--- src/rtl/cpu_out_bcd_if.sv ---
// Bus between the CPU output register and the BCD output stage.
// The CPU side drives the binary value; the converter side returns BCD and status.
interface cpu_out_bcd_if #(
  parameter int DATA_WIDTH = 16,
  parameter int DIGITS     = 5
);
  logic [DATA_WIDTH-1:0] in;
  logic [4*DIGITS-1:0]   bcd;
  logic                  valid;
  logic                  busy;
  logic                  update;

  modport master (
    output in,
    input  bcd,
    input  valid,
    input  busy,
    input  update
  );

  modport slave (
    input  in,
    output bcd,
    output valid,
    output busy,
    output update
  );
endinterface

--- src/rtl/cpu_out_bcd.sv ---
// Watches the CPU output value and converts every new value to packed BCD with a
// bit-serial double-dabble engine; the last completed result is held on bcd.
module cpu_out_bcd #(
  parameter int DATA_WIDTH = 16,
  parameter int DIGITS     = 5
) (
  input logic          clk,
  input logic          rst,
  cpu_out_bcd_if.slave bus
);

  localparam int BCD_W = 4 * DIGITS;
  localparam int CNT_W = (DATA_WIDTH > 1) ? $clog2(DATA_WIDTH) : 1;
  localparam logic [CNT_W-1:0] LAST_CNT = CNT_W'(DATA_WIDTH - 1);

  typedef enum logic [1:0] {
    IDLE  = 2'd0,
    SHIFT = 2'd1,
    DONE  = 2'd2
  } state_t;

  state_t                state_q;
  logic [DATA_WIDTH-1:0] bin_q;
  logic [DATA_WIDTH-1:0] last_q;
  logic [BCD_W-1:0]      scratch_q;
  logic [CNT_W-1:0]      cnt_q;
  logic [BCD_W-1:0]      bcd_q;
  logic                  valid_q;
  logic                  busy_q;
  logic                  update_q;

  logic [BCD_W-1:0]      scratch_d;
  logic [DATA_WIDTH-1:0] bin_d;
  logic                  trigger;

  // Adds 3 to every nibble that is 5 or more; a nibble tops out at 9+3=12, so no carry.
  function automatic logic [BCD_W-1:0] dabble_adjust(input logic [BCD_W-1:0] s);
    logic [BCD_W-1:0] r;
    r = s;
    for (int i = 0; i < DIGITS; i++) begin
      if (s[4*i +: 4] >= 4'd5) begin
        r[4*i +: 4] = s[4*i +: 4] + 4'd3;
      end
    end
    return r;
  endfunction

  always_comb begin
    logic [BCD_W-1:0] adj;
    adj       = dabble_adjust(scratch_q);
    scratch_d = {adj[BCD_W-2:0], bin_q[DATA_WIDTH-1]};
    bin_d     = {bin_q[DATA_WIDTH-2:0], 1'b0};
    trigger   = (bus.in != last_q) || !valid_q;
  end

  always_ff @(posedge clk) begin
    if (rst) begin
      state_q  <= IDLE;
      last_q   <= '0;
      cnt_q    <= '0;
      bcd_q    <= '0;
      valid_q  <= 1'b0;
      busy_q   <= 1'b0;
      update_q <= 1'b0;
    end else begin
      update_q <= 1'b0;
      case (state_q)
        IDLE: begin
          if (trigger) begin
            bin_q     <= bus.in;
            last_q    <= bus.in;
            scratch_q <= '0;
            cnt_q     <= '0;
            busy_q    <= 1'b1;
            state_q   <= SHIFT;
          end else begin
            busy_q <= 1'b0;
          end
        end
        SHIFT: begin
          scratch_q <= scratch_d;
          bin_q     <= bin_d;
          cnt_q     <= cnt_q + CNT_W'(1);
          if (cnt_q == LAST_CNT) begin
            state_q <= DONE;
          end
        end
        DONE: begin
          bcd_q    <= scratch_q;
          valid_q  <= 1'b1;
          busy_q   <= 1'b0;
          update_q <= 1'b1;
          state_q  <= IDLE;
        end
        default: begin
          busy_q  <= 1'b0;
          state_q <= IDLE;
        end
      endcase
    end
  end

  assign bus.bcd    = bcd_q;
  assign bus.valid  = valid_q;
  assign bus.busy   = busy_q;
  assign bus.update = update_q;

endmodule

--- src/flat_wrapper.sv ---
// flat-port wrapper written by rule: the top's interface ports become plain ports
module cpu_out_bcd_flat 
#(
  parameter int DATA_WIDTH = 16,
  parameter int DIGITS     = 5
)
  (clk, rst, bus_in, bus_bcd, bus_valid, bus_busy, bus_update);
  cpu_out_bcd_if #(.DATA_WIDTH(DATA_WIDTH), .DIGITS(DIGITS)) bus_i ();
  input logic clk;
  input logic rst;
  input wire logic [$bits(bus_i.in)-1:0] bus_in;
  output wire logic [$bits(bus_i.bcd)-1:0] bus_bcd;
  output wire logic [$bits(bus_i.valid)-1:0] bus_valid;
  output wire logic [$bits(bus_i.busy)-1:0] bus_busy;
  output wire logic [$bits(bus_i.update)-1:0] bus_update;
  assign bus_i.in = bus_in;
  assign bus_bcd = bus_i.bcd;
  assign bus_valid = bus_i.valid;
  assign bus_busy = bus_i.busy;
  assign bus_update = bus_i.update;
  cpu_out_bcd #(.DATA_WIDTH(DATA_WIDTH), .DIGITS(DIGITS)) u_core (.clk(clk), .rst(rst), .bus(bus_i));
endmodule
--- config.mk ---
export PLATFORM = sky130hd
export DESIGN_NAME = cpu_out_bcd_flat
export DESIGN_NICKNAME = d
export VERILOG_FILES = /design/src/rtl/cpu_out_bcd_if.sv /design/src/rtl/cpu_out_bcd.sv /design/src/flat_wrapper.sv
export SDC_FILE = /design/constraint.sdc
export NUM_CORES = 1
export LEC_CHECK = 0
export ABC_CLOCK_PERIOD_IN_PS = 8970
export BUFFER_PORTS_ARGS = -buffer_cell sky130_fd_sc_hd__buf_2
export CAP_MARGIN = 0
export CORE_UTILIZATION = 45
export DETAILED_ROUTE_END_ITERATION = 16
export PLACE_DENSITY = 0.65
export SLEW_MARGIN = 20
export SYNTH_ARGS = -nofsm -noshare
export SYNTH_HDL_FRONTEND = slang
export SYNTH_SLANG_ARGS = --single-unit
export TNS_END_PERCENT = 100
--- constraint.sdc ---
create_clock -name clk -period 8.97 [get_ports clk]
set_input_delay 0.897 -clock clk [delete_from_list [all_inputs] [get_ports clk]]
set_output_delay 0.897 -clock clk [all_outputs]
set_load 0.01 [all_outputs]
Word level (Yosys, flattened, before mapping)
Cells that the tools add are included.
- register bits: 81
- word-level logic and storage cells: 52
- $add $sub $neg: 6
- order comparisons: 5
- eq/ne operators: 6
- multiplexer cells: 17
- bitwise logic cells: 1
- reductions and logical operators: 8
- operators by type and width (operator ; count):
    one-hot mux 20 bit (2 select lines) ; 1
    one-hot mux 16 bit (2 select lines) ; 1
    >= comparator 4 x 3 -> 1 bit, second input constant ; 5
    2-to-1 mux 20 bit ; 1
    2-to-1 mux 4 bit ; 5
    adder 4 x 2 -> 4 bit, second input constant ; 4
    2-to-1 mux 16 bit ; 1
    inequality test 16 bit ; 1
    one-hot mux 4 bit (2 select lines) ; 1
    AND reduction 2 bit ; 3
    adder 4 x 1 -> 4 bit, second input constant ; 1
    == test 4 bit, second input constant ; 1
    2-to-1 mux 2 bit ; 2
    inequality test 2 x 1 -> 1 bit, second input constant ; 2
    one-hot mux 2 bit (2 select lines) ; 1
    adder 3 x 2 -> 3 bit, second input constant ; 1
    2-to-1 mux 3 bit ; 1
    AND reduction 3 bit ; 1
    == test 2 x 1 -> 1 bit, second input constant ; 1
    == test 2 bit, second input constant ; 1
    logical NOT 2 bit ; 1
    2-to-1 mux 1 bit ; 2
    one-hot mux 1 bit (2 select lines) ; 1
    nonzero test 2 bit ; 1
    3 further kinds ; 3

Depth between registers and ports, before layout
Gate-level depths: netlist of the first run.
- depth in word-level cells: 4
- gate-level depth with buffers: 7
- gate-level depth less buffers: 7

Worst setup path before layout of the first run
Ideal clock, no wire load.
- path type: in2reg
- start: input port bus_in[11]
- end: register u_core.bin_q[0] (enable)
- setup time: 0.474 ns
- arrival: 4.064 ns
- data required time: 8.496 ns
- slack: 4.432 ns
- stages: 6
- cells stage by stage: xor2_1 nor4_1 and3_1 buf_6 and3_1 nor3_1
- cells in the longest elaborated chain, start to end: 4
- ends and longest elaborated chain (item ; RTL line ; text):
    start: declaration ; flat_wrapper.sv:11 ; input wire logic [$bits(bus_i.in)-1:0] bus_in;
    inequality test 16 bit ; cpu_out_bcd.sv:53 ; trigger = (bus.in != last_q) || !valid_q;
    logical OR 1 bit ; cpu_out_bcd.sv:53 ;
    inequality test 2 x 1 -> 1 bit (no line) ; - ;
    AND reduction 3 bit (no line) ; - ;
    end signal: assignment ; cpu_out_bcd.sv:70 ; bin_q <= bus.in;
    end signal: assignment ; cpu_out_bcd.sv:82 ; bin_q <= bin_d;
    end: declaration ; cpu_out_bcd.sv:23 ; logic [DATA_WIDTH-1:0] bin_q;
Every way passes these cells.
A chain may end at the register's enable or synchronous reset.

==> results of run 1 <==
-- path summary, 6_finish.rpt --
kind | to | from | slack (ns) | depth (start not counted)
worst max register to register | u_core.bin_q[1] | u_core.last_q[4] | 6.75 | 6
worst max-delay path | u_core.last_q[14] | rst | 6.11 | 5
worst min-delay path | u_core.bus.bcd[18] | u_core.bus.bcd[18] | 0.45 | 2
worst min register to register | u_core.bus.bcd[18] | u_core.bus.bcd[18] | 0.45 | 2
-- cell usage in the layout (no fill, tap or decap), types with 9 or more instances in the layout --
cell      count
inv_1        12
nand2_1     113
dfxtp_1      45
a21oi_1      37
nand3_1      18
o21ai_2       9
xnor2_1      17
clkbuf_8      9
buf_2        40
nor2_1       43
edfxtp_1     36
nor2b_1      17
ha_1         11
a311o_1      16
xor2_1       10
-- tightest hold or removal path: cells and delay by family, from the launching register on --
family | cells | cell delay (ns)
simple gates | 1 | 0.05
compound gates | 1 | 0.05
flops | 1 | 0.31
-- layout make-up --
| cell class | count | share of cell area (%) |
|---|---|---|
| multi-input combinational | 332 | 41.5 |
| clock inverter | 4 | 0.512 |
| timing repair buffer | 47 | 5.74 |
| clock buffer | 12 | 3.07 |
| tap | 108 | 3.07 |
| inverter | 13 | 1.11 |
| sequential | 81 | 45.0 |
-- cell families after synthesis --
group                      count (synthesis)
buffers and inverters                     40
adders and majority gates                 11
DFF                                       81
and+or+nand+nor                          219
xor gates and xnor gates                  27
AOI/OAI and AO/OA                         75
-- state kept, by name, summed over array words and instances (netlist names) --
name               cells
u_core.bus.busy        1
u_core.scratch_q      20
u_core.cnt_q           4
u_core.bus.update      1
u_core.bin_q          16
u_core.bus.valid       1
u_core.bus.bcd        20
u_core.last_q         16
u_core.state_q         2
-- metal layers --
| layer | GRT usage (%) | share of wire, % | vias up |
|---|---|---|---|
| met4 | 6.84 | 1.4 | 0 |
| met3 | 4.27 | 4.6 | 9 |
| met1 | 24.9 | 46 | 1434 |
| met2 | 32.4 | 48 | 63 |
| met5 | 0 | 0 | - |
| li1 | - | - | 1589 |
-- power by group through the flow --
stage	combinational (W)	sequential (W)	clock, W
after floorplan	0.0000706	0.000429	0
final	0.0000926	0.000423	0.000228
after CTS	0.0000937	0.000423	0.000234
after detailed placement	0.0000932	0.000432	0
after global placement	0.0000895	0.000431	0
after global routing	0.000105	0.000426	0.000251
-- metrics by stage --
stage / util, % / power [W] / instance area (um2)
detailed placement: 48.9 / 0.000525 / 4240
floorplan: - / 0.000499 / 4000
global route: 50.7 / 0.000782 / 4400
CTS: 50.7 / 0.000751 / 4400
global placement: 48.9 / 0.000520 / 4240
finish: 50.7 / 0.000744 / 4400
==> results.py, run 1 <==
metrics = {
    "route": {
        "ant_nets": 0,
        "detail_route.vias_per_cell": 5.18,
        "drtPass1Iterations": 4,
        "vias": 3095,
        "drtIter0Drc": 154,
        "wl_per_cell_um": 13.5,
        "wirelength_um": 8080,
        "drcViolationCount": 0,
    },
    "grt": {
        "track_usage_pct": 19.5,
        "antenna_found_initial": 0,
        "overflow": 0,
        "grt_pass1_wl_um": 13700,
        "grt_max_degree": 47,
        "grt_pass1_vias": 2948,
    },
    "power": {
        "power_frac_seq_pct": 56.9,
        "comb_power_share_pct": 12.4,
        "power_density_nw_per_um2": 169,
        "sw_frac_of_total_pct": 26.2,
        "intPower_w": 0.000549,
        "power.clock.fraction_pct": 30.6,
        "p_switching_w": 0.000195,
        "power.static_leakage_nw": 1.79,
        "ir_drop_uv": 68.3,
    },
    "floorplan": {
        "row_count": 34,
        "die_area_um2": 9260,
        "coreArea_um2": 8680,
        "die_y_um": 96.2,
        "io_pins": 41,
        "start_util_pct": 46.0,
        "dieWidth_um": 96.2,
    },
    "setup_path": {
        "path_cells": "buf_2 -> clkinv_1 -> nand3_1 -> o21ai_2 -> a311o_1",
        "arrival_ns": 3.09,
        "required_ns": 9.20,
        "cp_top_family": "buffers and inverters",
        "path_buf_inv": 2,
        "critPathKind": "in -> reg",
        "startpoint_type": "input pin",
        "critPathSlowestCell": "clkinv_1",
        "cp-end-kind": "flip-flop",
        "crit_path_max_fanout": 46,
        "critPathMaxStageDelay_ns": 0.75,
    },
    "yosys": {
        "synth_area_leaders": "edfxtp_1 27%, dfxtp_1 23%, nand2_1 11%, a21oi_1 4.6%, nor2_1 4.1%",
        "synth_top_family_by_area": "simple AND/OR/NAND/NOR gates",
        "synth_top_area_cell": "edfxtp_1",
        "synth_fa_ha_area_share_pct": 3.44,
        "synth-compound-area-share_pct": 12.4,
        "yosys-top-cells-count": "113 x nand2_1, 45 x dfxtp_1, 44 x nor2_1",
        "yosys.area_share.xor_xnor_pct": 5.92,
        "synthArstFlopShare_pct": 0,
        "synth_seq_cells": 81,
        "syn_inst": 453,
        "synthMuxAreaShare_pct": 0,
        "avgSynthCellArea_um2": 8.82,
        "synth-seq-area-share_pct": 49.6,
        "synth_top_area_share_pct": 27.1,
        "yosys.area_share.simple_pct": 23.7,
        "synthDistinctLibCells": 32,
        "synth_edf_count": 36,
        "synth_nets": 482,
        "synthesis.area_um2": 4000,
        "synthFlopType": "dfxtp_1",
        "synth.most_common_cell": "nand2_1",
        "yosys_warnings": 0,
    },
    "sta": {
        "rsz0062_at_grt": "no",
        "hold_viol_final": 0,
        "hold_ws_ns": 0.451,
        "finalSetupTns_ns": 0,
        "worst_slew_pin_slew_ns": 0.922,
        "max_freq_mhz": 349,
        "period_share_pct": 31.9,
        "slew-limit-headroom_pct": 38.5,
        "slew_viol_final": 0,
        "clock_skew_ns": 0.0102,
        "period_minus_slack_ns": 2.86,
        "setup_viol": 0,
        "timing.final.ws_setup_ns": 6.11,
    },
    "final_layout": {
        "n_antenna_cell": 0,
        "nets": 513,
        "drive_gt1_share_pct": 14.9,
        "area_delta_synth_final_pct": 10.1,
        "regArea_um2": 1980,
        "multiInputGateArea_um2": 1830,
        "nFillCells": 844,
        "layoutNonFillerInstCount": 597,
    },
    "outcome": {
        "outcome": "finished, final reports clean",
    },
    "clock_network": {
        "postCtsSetupBuffers": 0,
        "htreeDepth": 3,
        "cts_root_buf": "clkbuf_8",
        "cts_buffers": 9,
        "postCtsHoldBufs": 0,
        "worstSkewPairLatency_ns": 0.35,
        "cts_sinks": 81,
        "clkTransAtPathRegs_ns": 0.08,
        "postCtsResizedCells": 0,
        "clk_path_buf_depth": 2,
        "tritoncts": "done",
    },
    "placement": {
        "gp_congestion": 0.766,
        "io_buffers": 40,
        "placedCellCount": 581,
        "dpl_worst_slack_ns": 5.78,
        "dp_hpwl_um": 5430,
    },
    "min_path": {
        "worstHoldPathType": "reg -> reg",
    },
    "job": {
        "cap_violations": 0,
    },
}
(Power assumes the default switching activity.)
==> inputs of run 2 (changes only) <==
--- a/config.mk
+++ b/config.mk
@@ -5,12 +5,12 @@
 export SDC_FILE = /design/constraint.sdc
 export NUM_CORES = 1
 export LEC_CHECK = 0
-export ABC_CLOCK_PERIOD_IN_PS = 8970
+export ABC_CLOCK_PERIOD_IN_PS = 2500
 export BUFFER_PORTS_ARGS = -buffer_cell sky130_fd_sc_hd__buf_2
 export CAP_MARGIN = 0
 export CORE_UTILIZATION = 45
 export DETAILED_ROUTE_END_ITERATION = 16
-export PLACE_DENSITY = 0.65
+export PLACE_DENSITY = 0.67
 export SLEW_MARGIN = 20
 export SYNTH_ARGS = -nofsm -noshare
 export SYNTH_HDL_FRONTEND = slang
==> constraint.sdc (replaced) <==
create_clock -name clk -period 2.5 [get_ports clk]
set_input_delay 0.25 -clock clk [delete_from_list [all_inputs] [get_ports clk]]
set_output_delay 0.25 -clock clk [all_outputs]
set_load 0.01 [all_outputs]
==> run 2 against run 1 <==
Power increased to 3.8 times the previous value. Non-clock buffer count up 1. Critical path depth rose by 1. Critical path type is now reg -> reg. Highest routed layer unchanged.
==> results.py, run 2 (synthesis results as in run 1) <==
metrics = {
    "sta": {
        "timing.final.ws_setup_ns": 0.515,
        "setup_viol": 0,
        "rsz0062_at_grt": "no",
        "clock_skew_ns": 0.0132,
        "period_share_pct": 79.4,
        "slew-limit-headroom_pct": 50.9,
        "slew_viol_final": 0,
        "max_freq_mhz": 504,
        "finalSetupTns_ns": 0,
        "period_minus_slack_ns": 1.99,
        "hold_viol_final": 0,
        "worst_slew_pin_slew_ns": 0.735,
    },
    "floorplan": {
        "io_pins": 41,
        "dieWidth_um": 96.2,
        "die_y_um": 96.2,
        "coreArea_um2": 8680,
        "die_area_um2": 9260,
        "start_util_pct": 46.0,
        "row_count": 34,
    },
    "clock_network": {
        "clkTransAtPathRegs_ns": 0.09,
        "clk_path_buf_depth": 2,
        "cts_sinks": 81,
        "postCtsResizedCells": 0,
        "postCtsSetupBuffers": 0,
        "cts_root_buf": "clkbuf_8",
        "tritoncts": "done",
        "postCtsHoldBufs": 0,
        "cts_buffers": 9,
        "worstSkewPairLatency_ns": 0.35,
        "htreeDepth": 3,
    },
    "placement": {
        "dp_hpwl_um": 5440,
        "gp_congestion": 0.753,
        "dpl_worst_slack_ns": 0.393,
        "io_buffers": 40,
    },
    "min_path": {
        "hp-start": "bus_in[7]",
        "worstHoldPathType": "in -> reg",
    },
    "route": {
        "wl_per_cell_um": 13.8,
        "vias": 3185,
        "drtIter0Drc": 154,
        "drtPass1Iterations": 5,
        "detail_route.vias_per_cell": 5.33,
        "drcViolationCount": 0,
        "wirelength_um": 8260,
        "ant_nets": 0,
    },
    "setup_path": {
        "critPathKind": "reg -> reg",
        "critPathMaxStageDelay_ns": 0.44,
        "crit_path_max_fanout": 36,
        "critPathSlowestCell": "buf_4",
        "crit_path_frequent_cell": "and3_1",
        "path_cells": "xor2_1 -> nor4_1 -> and3_1 -> and3_1 -> nor3_4 -> buf_4",
        "startpoint": "u_core.last_q[4]",
        "required_ns": 2.49,
        "rr_startpoint": "u_core.last_q[4]",
        "cp-end-kind": "flip-flop",
        "arrival_ns": 1.97,
        "startpoint_type": "flip-flop",
    },
    "power": {
        "power_density_nw_per_um2": 629,
        "p_switching_w": 0.000721,
        "ir_drop_uv": 246,
        "sw_frac_of_total_pct": 25.8,
        "power.clock.fraction_pct": 33.6,
        "power_frac_seq_pct": 54.5,
        "power.static_leakage_nw": 1.81,
        "comb_power_share_pct": 11.9,
        "intPower_w": 0.00207,
    },
    "final_layout": {
        "final_cell_mix": "113 x nand2_1, 45 x dfxtp_1, 43 x nor2_1",
        "area_delta_synth_final_pct": 11.2,
        "mostFrequentLayoutCell": "nand2_1",
        "nFillCells": 838,
        "n_antenna_cell": 0,
        "drive_gt1_share_pct": 15.3,
        "nets": 514,
    },
    "grt": {
        "top_usage_layer": "met2",
        "grt_use_met3_pct": 3.95,
        "antenna_found_initial": 0,
        "track_usage_pct": 19.9,
        "grt_pass1_wl_um": 14100,
        "grt_max_degree": 37,
        "met2_usage_pct": 33.2,
        "grt_pass1_vias": 3081,
        "grt_use_met1_pct": 25.9,
        "overflow": 0,
    },
    "outcome": {
        "outcome": "finished, final reports clean",
    },
    "job": {
        "cap_violations": 0,
    },
}
==> run 2: worst max-delay path: cells and delay by family, from the launching register on <==
family	cells	cell delay, ns
and+or+nand+nor	4	0.64
buffers and inverters	1	0.44
DFF	1	0.35
xor gates and xnor gates	1	0.18
==> run 2: power by group through the flow <==
| stage | Sequential (W) | Combinational [W] | Clock [W] |
|---|---|---|---|
| after floorplan | 0.00154 | 0.000254 | 0 |
| after global placement | 0.00155 | 0.000323 | 0 |
| after detailed placement | 0.00155 | 0.000334 | 0 |
| after CTS | 0.00152 | 0.000336 | 0.000958 |
| after global routing | 0.00153 | 0.000383 | 0.00102 |
| final | 0.00152 | 0.000334 | 0.000939 |
==> run 2: path summary, 6_finish.rpt <==
kind / slack (ns) / endpoint / cells past startpoint
max: 0.51 / u_core.scratch_q[19] / 6
min: 0.22 / u_core.bin_q[7] / 3
max reg2reg: 0.51 / u_core.scratch_q[19] / 6
min reg2reg: 0.45 / u_core.bus.bcd[0] / 2
==> run 2: layout make-up <==
type | count | area [um2] | share of cell area (%)
Multi-Input combinational cell | 332 | 1830 | 41.2
Inverter | 13 | 48.8 | 1.10
Timing Repair Buffer | 48 | 260 | 5.85
Clock inverter | 5 | 56.3 | 1.27
Clock buffer | 11 | 131 | 2.96
Tap cell | 108 | 135 | 3.04
Sequential cell | 81 | 1980 | 44.6
==> run 2: stage by stage <==
stage	total power (W)	cells	utilization [%]	cell area, um2	hold slack (ns)
2_1_floorplan	0.00179	453	-	4010	0.431
3_3_place_gp	0.00187	582	49.0	4260	0.442
3_5_place_dp	0.00188	582	49.0	4260	0.444
4_1_cts	0.00281	598	51.2	4440	0.213
5_1_grt	0.00294	598	51.2	4450	0.220
6_report	0.00279	598	51.2	4450	0.221
==> run 2: routing by layer <==
layer / wire, um / up-vias
met3: 361 / 7
met5: 0 / -
met1: 3910 / 1517
li1: - / 1596
met2: 3910 / 65
met4: 76 / 0
